<file path="config.mk">
export PLATFORM = sky130hd
export DESIGN_NAME = reg_file
export DESIGN_NICKNAME = d
export VERILOG_FILES = /design/src/rtl/riscv_pkg.sv /design/src/rtl/reg_scoreboard.sv /design/src/rtl/reg_file.sv
export SDC_FILE = /design/constraint.sdc
export NUM_CORES = 2
export LEC_CHECK = 0
export CAP_MARGIN = 20
export CORE_ASPECT_RATIO = 0.7
export CORE_MARGIN = 3
export CORE_UTILIZATION = 45
export CTS_CLUSTER_SIZE = 30
export DETAILED_ROUTE_END_ITERATION = 16
export PLACE_DENSITY = 0.69
export SYNTH_ARGS = -nofsm -noshare
export SYNTH_HDL_FRONTEND = slang
export SYNTH_SLANG_ARGS = --single-unit
</file>
<file path="constraint.sdc">
create_clock -name clk_i -period 6.51 [get_ports clk_i]
set_input_delay 0.9765 -clock clk_i [delete_from_list [all_inputs] [get_ports clk_i]]
set_output_delay 0.9765 -clock clk_i [all_outputs]
set_load 0.005 [all_outputs]
</file>
<file path="src/rtl/riscv_pkg.sv">
// Shared integer-register definitions: data width, register address type and the x0 constant.
package riscv_pkg;

    localparam int XLEN = 32;

    typedef logic [4:0] reg_addr_t;

    localparam reg_addr_t REG_ZERO = 5'd0;

    // True for an address that may hold state: not x0 and below the implemented register count.
    function automatic logic addr_writable(input reg_addr_t addr, input int num_regs);
        return (addr != REG_ZERO) && (int'(addr) < num_regs);
    endfunction

endpackage

</file>
<file path="src/rtl/reg_scoreboard.sv">
// Per-register busy bits: set by accepted reservations, cleared by writebacks; reservation wins on a tie.
module reg_scoreboard
    import riscv_pkg::*;
#(
    parameter int NUM_REGS = 32
) (
    input  logic      clk_i,
    input  logic      rst_ni,
    input  logic      clr_en_i,
    input  reg_addr_t clr_addr_i,
    input  logic      set_en_i,
    input  reg_addr_t set_addr_i,
    input  reg_addr_t lk1_addr_i,
    input  reg_addr_t lk2_addr_i,
    output logic      busy1_o,
    output logic      busy2_o,
    output logic      ready_o
);

    logic [NUM_REGS-1:0] r_busy;
    logic [31:0]         w_busy_ext;
    logic                w_set;
    logic                w_clr;

    // Zero-extend to the full 5-bit address space so out-of-range lookups read as not busy.
    always_comb begin
        w_busy_ext                 = '0;
        w_busy_ext[NUM_REGS-1:0]   = r_busy;
    end

    assign busy1_o = w_busy_ext[lk1_addr_i];
    assign busy2_o = w_busy_ext[lk2_addr_i];
    assign ready_o = ~w_busy_ext[set_addr_i];

    assign w_set = set_en_i && ready_o && addr_writable(set_addr_i, NUM_REGS);
    assign w_clr = clr_en_i && addr_writable(clr_addr_i, NUM_REGS);

    always_ff @(posedge clk_i or negedge rst_ni) begin
        if (!rst_ni) begin
            r_busy <= '0;
        end else begin
            for (int i = 0; i < NUM_REGS; i++) begin
                if (w_set && (int'(set_addr_i) == i)) begin
                    r_busy[i] <= 1'b1;
                end else if (w_clr && (int'(clr_addr_i) == i)) begin
                    r_busy[i] <= 1'b0;
                end
            end
        end
    end

endmodule

</file>
<file path="src/rtl/reg_file.sv">
// Integer register file with busy scoreboard; define REGFILE_BYPASS_EN to forward same-cycle writes to reads.
module reg_file
    import riscv_pkg::*;
#(
    parameter int NUM_REGS = 32
) (
    input  logic            clk_i,
    input  logic            rst_ni,
    input  reg_addr_t       rs1_addr_i,
    input  reg_addr_t       rs2_addr_i,
    output logic [XLEN-1:0] rs1_data_o,
    output logic [XLEN-1:0] rs2_data_o,
    output logic            rs1_busy_o,
    output logic            rs2_busy_o,
    input  logic            rd_we_i,
    input  reg_addr_t       rd_addr_i,
    input  logic [XLEN-1:0] rd_data_i,
    input  logic            rsv_valid_i,
    input  reg_addr_t       rsv_addr_i,
    output logic            rsv_ready_o
);

    localparam int IDX_W = $clog2(NUM_REGS);

    logic [XLEN-1:0] r_regs [NUM_REGS];
    logic            w_we;
    logic [XLEN-1:0] w_rs1_stored;
    logic [XLEN-1:0] w_rs2_stored;
    logic            w_sb_busy1;
    logic            w_sb_busy2;

    assign w_we = rd_we_i && addr_writable(rd_addr_i, NUM_REGS);

    always_ff @(posedge clk_i or negedge rst_ni) begin
        if (!rst_ni) begin
            for (int i = 0; i < NUM_REGS; i++) begin
                r_regs[i] <= '0;
            end
        end else if (w_we) begin
            r_regs[rd_addr_i[IDX_W-1:0]] <= rd_data_i;
        end
    end

    // x0 and unimplemented addresses never index the array; they read as zero.
    assign w_rs1_stored = addr_writable(rs1_addr_i, NUM_REGS) ? r_regs[rs1_addr_i[IDX_W-1:0]] : '0;
    assign w_rs2_stored = addr_writable(rs2_addr_i, NUM_REGS) ? r_regs[rs2_addr_i[IDX_W-1:0]] : '0;

    reg_scoreboard #(
        .NUM_REGS (NUM_REGS)
    ) u_scoreboard (
        .clk_i      (clk_i),
        .rst_ni     (rst_ni),
        .clr_en_i   (rd_we_i),
        .clr_addr_i (rd_addr_i),
        .set_en_i   (rsv_valid_i),
        .set_addr_i (rsv_addr_i),
        .lk1_addr_i (rs1_addr_i),
        .lk2_addr_i (rs2_addr_i),
        .busy1_o    (w_sb_busy1),
        .busy2_o    (w_sb_busy2),
        .ready_o    (rsv_ready_o)
    );

`ifdef REGFILE_BYPASS_EN
    logic w_rs1_fwd;
    logic w_rs2_fwd;

    // Forwarding is gated by reset so outputs stay zero while rst_ni is low.
    assign w_rs1_fwd  = rst_ni && w_we && (rd_addr_i == rs1_addr_i);
    assign w_rs2_fwd  = rst_ni && w_we && (rd_addr_i == rs2_addr_i);
    assign rs1_data_o = w_rs1_fwd ? rd_data_i : w_rs1_stored;
    assign rs2_data_o = w_rs2_fwd ? rd_data_i : w_rs2_stored;
    assign rs1_busy_o = w_sb_busy1 && !w_rs1_fwd;
    assign rs2_busy_o = w_sb_busy2 && !w_rs2_fwd;
`else
    assign rs1_data_o = w_rs1_stored;
    assign rs2_data_o = w_rs2_stored;
    assign rs1_busy_o = w_sb_busy1;
    assign rs2_busy_o = w_sb_busy2;
`endif

endmodule
</file>
==> summary.txt <==
Run status
  • Outcome: finished, final reports clean

Power and ir drop
  • Pleak: 26.8 nW
  • Power per cell area: 310 nW/µm²
  • Final Power: 0.0196 W
  • Maximum vdd drop: 0.230 mV

Layout
  • Fin util: 50.8%
  • Nets: 3611
  • Area grow syn2layout: 11.8%
  • Fill cell count: 10115
  • Share of cells above drive strength 1: 51.3%
  • Register area: 26400 µm²
  • Multi-input logic area: 28000 µm²

Synthesis
  • Commonest register cell after synthesis: dfrtp_1
  • Post-synth ARST share: 100%
  • Multiplexer share of the synthesized area: 45.0%
  • Post-synth EDFFs: 0
  • Post-synthesis average cell area: 15.5 µm²
  • Part of the Yosys area used for sequential elements: 46.8%
  • Simple-Gate Fraction of Synth Area: 1.32%
  • Post-Syn Nets: 3692
  • Post-Synth XOR/XNOR Area: 0%
  • Main combinational cell family by area after synthesis: multiplexers
  • Synth area leader: dfrtp_1
  • Top cells by count, synth: dfrtp_1 (1056), mux2_2 (990), mux4_2 (549), clkbuf_1 (235), mux2i_1 (123)
  • Yosys synthesis warning count: 0
  • Syn Std Cell Area: 56400 µm²
  • Synth Area in Adders: 0%
  • Area share of the largest cell type after synthesis: 46.8%
  • Synth cell types: 42
  • Count leader, synth: dfrtp_1
  • Mapped Cells: 3636
  • Synth top area cells: dfrtp_1 (47%), mux4_2 (22%), mux2_2 (20%)
  • FF+latch count, synth: 1056
  • Compound-Gate Fraction of Synth Area: 2.91%

Clock network
  • Clock root buffer: clkbuf_16
  • Clock-pin slew on the worst setup and hold paths: 0.06 ns
  • Sink Count: 1056
  • Postcts setup bufs: 0
  • H-tree levels: 3
  • Clk_lat worst skew: 0.69 ns
  • Max clock buf depth: 3
  • Post-CTS sizing: 0
  • TritonCTS clock tree: done
  • CTS Hold Bufs: 0
  • Total CTS buffers: 110

Timing
  • Fin. Hold Viols: 0
  • Maximum clock rate: 188 MHz
  • WHS: 0.318 ns
  • Setup TNS: 0 ns
  • Pins Over Slew Limit: 0
  • Final setup fails: 0
  • Worst Tran Pin Value: 1.17 ns
  • RSZ-0062 raised after global routing: no
  • Post-route minimum period: 5.32 ns
  • Final period utilization: 81.8%
  • Layout Skew: 0.00846 ns
  • Slew margin rel.: 22.2%

Route
  • Antenna-violating nets left: 0
  • Vias per std cell: 6.58
  • WL final: 168 mm
  • 1st-pass router iterations: 5
  • Initial DRC Count: 3661
  • Via count: 34858
  • Drt wl/cell: 31.7 µm
  • Residual DRC: 0

Setup path
  • CP Capture Type: output pin
  • Crit path kind: input pin to output pin
  • Required @ worst endpoint: 5.53 ns
  • Crit-path cells: buf_8 -> nand2_4 -> buf_4 -> o22ai_1 -> a211o_1 -> a21oi_1 -> nor3_1 -> clkdlybuf4s50_1
  • Critical Path Fanout Max: 57
  • CP arrival: 4.35 ns
  • CP max stage delay: 0.81 ns
  • Crit path max-delay cell type: nor3_1
  • Crit path launch type: input pin

Floorplan
  • Chip Width: 429 µm
  • Cell row count: 108
  • Core area: 124000 µm²
  • I/O pins: 123
  • DIE AREA: 130000 µm²
  • Chip height: 302 µm
  • Initial core utilization: 45.4%

Placement
  • IO buf count: 122
  • Post-DP HPWL: 96.6 mm
  • GPL Wtd Cong: 0.839

Global route
  • Initial antenna violation count: 7
  • GRT Util Overall: 25.8%
  • Largest net degree at the start of global routing: 171
  • Global route total overflow: 0
  • Vias in the first global route: 35197
  • First-pass GRT wire length: 248 mm

Min path
  • Worst hold-check path type: input pin to async pin

Run
  • Max capacitance violation total: 0
==> where the power goes <==
group          internal [W]  switching (W)
clock               0.00393        0.00270
sequential          0.00782       0.000941
combinational       0.00256        0.00160
==> kinds of logic after synthesis <==
logic type	Yosys count
mux	1720
flops	1056
buf+inv	485
compound gates	217
simple gates	158
==> area by class of cell <==
type | instances | share of cell area, %
diodes | 3 | 0.0119
clock buffers | 170 | 5.25
clock inverters | 33 | 0.754
inverters | 57 | 0.339
multi-input cells | 2095 | 44.4
flip-flops and latches | 1056 | 41.9
well taps | 1650 | 3.27
repair buffers | 235 | 4.09
==> worst paths after layout <==
kind	from	slack (ns)	cells after the start	to
hold reg to reg	r_regs[1018]	0.40	0	r_regs[1018]
max in group asynchronous	rst_ni	4.59	3	r_regs[38]
min in group clk_i	r_regs[1018]	0.40	0	r_regs[1018]
hold / removal	rst_ni	0.32	1	r_regs[927]
setup reg to reg	u_scoreboard.r_busy[8]	4.04	6	u_scoreboard.r_busy[8]
setup / recovery	rs1_addr_i[1]	1.19	8	rs1_data_o[2]
==> through the flow <==
| stage | cell area [µm²] | setup slack [ns] | cells |
|---|---|---|---|
| CTS | 62800 | 1.25 | 5285 |
| detailed placement | 59000 | 1.26 | 5082 |
| global route | 63100 | 1.24 | 5298 |
| global placement | 59000 | 1.28 | 5080 |
| floorplan | 56400 | 2.89 | 3636 |
| finish | 63100 | 1.19 | 5299 |
==> cells in the final DEF (no fill, tap or decap), drive strengths merged, types with 31 or more instances in the layout <==
cell / Yosys / routed
mux2i: 123 / 123
a221oi: 32 / 32
nand2: 60 / 60
nor3: 31 / 31
mux4: 549 / 549
buf: 193 / 121
o22ai: 31 / 31
o21ai: 32 / 32
inv: 57 / 60
mux2: 1048 / 1048
clkdlybuf4s50: 0 / 111
clkbuf: 235 / 173
dfrtp: 1056 / 1056
a32o: 31 / 31
==> critical path, delay by kind of cell <==
| family | cells | cell delay (ns) |
|---|---|---|
| compound gates | 3 | 0.29 |
| buf+inv | 3 | 1.45 |
| simple gates | 2 | 1.50 |
==> registers in the layout, summed over array words and instances (netlist names) <==
register	flops
r_regs	1024
u_scoreboard.r_busy	32
==> layer usage <==
layer  vias to the layer above  GRT usage, %  wire (µm)
met5                         -             0         36
met4                         6          9.92       6780
met3                       374          4.86      12700
met2                      1483          39.4      76700
met1                     19057          37.0      71800
li1                      13938             -          -
No activity file was read; power rests on OpenSTA's default activity.
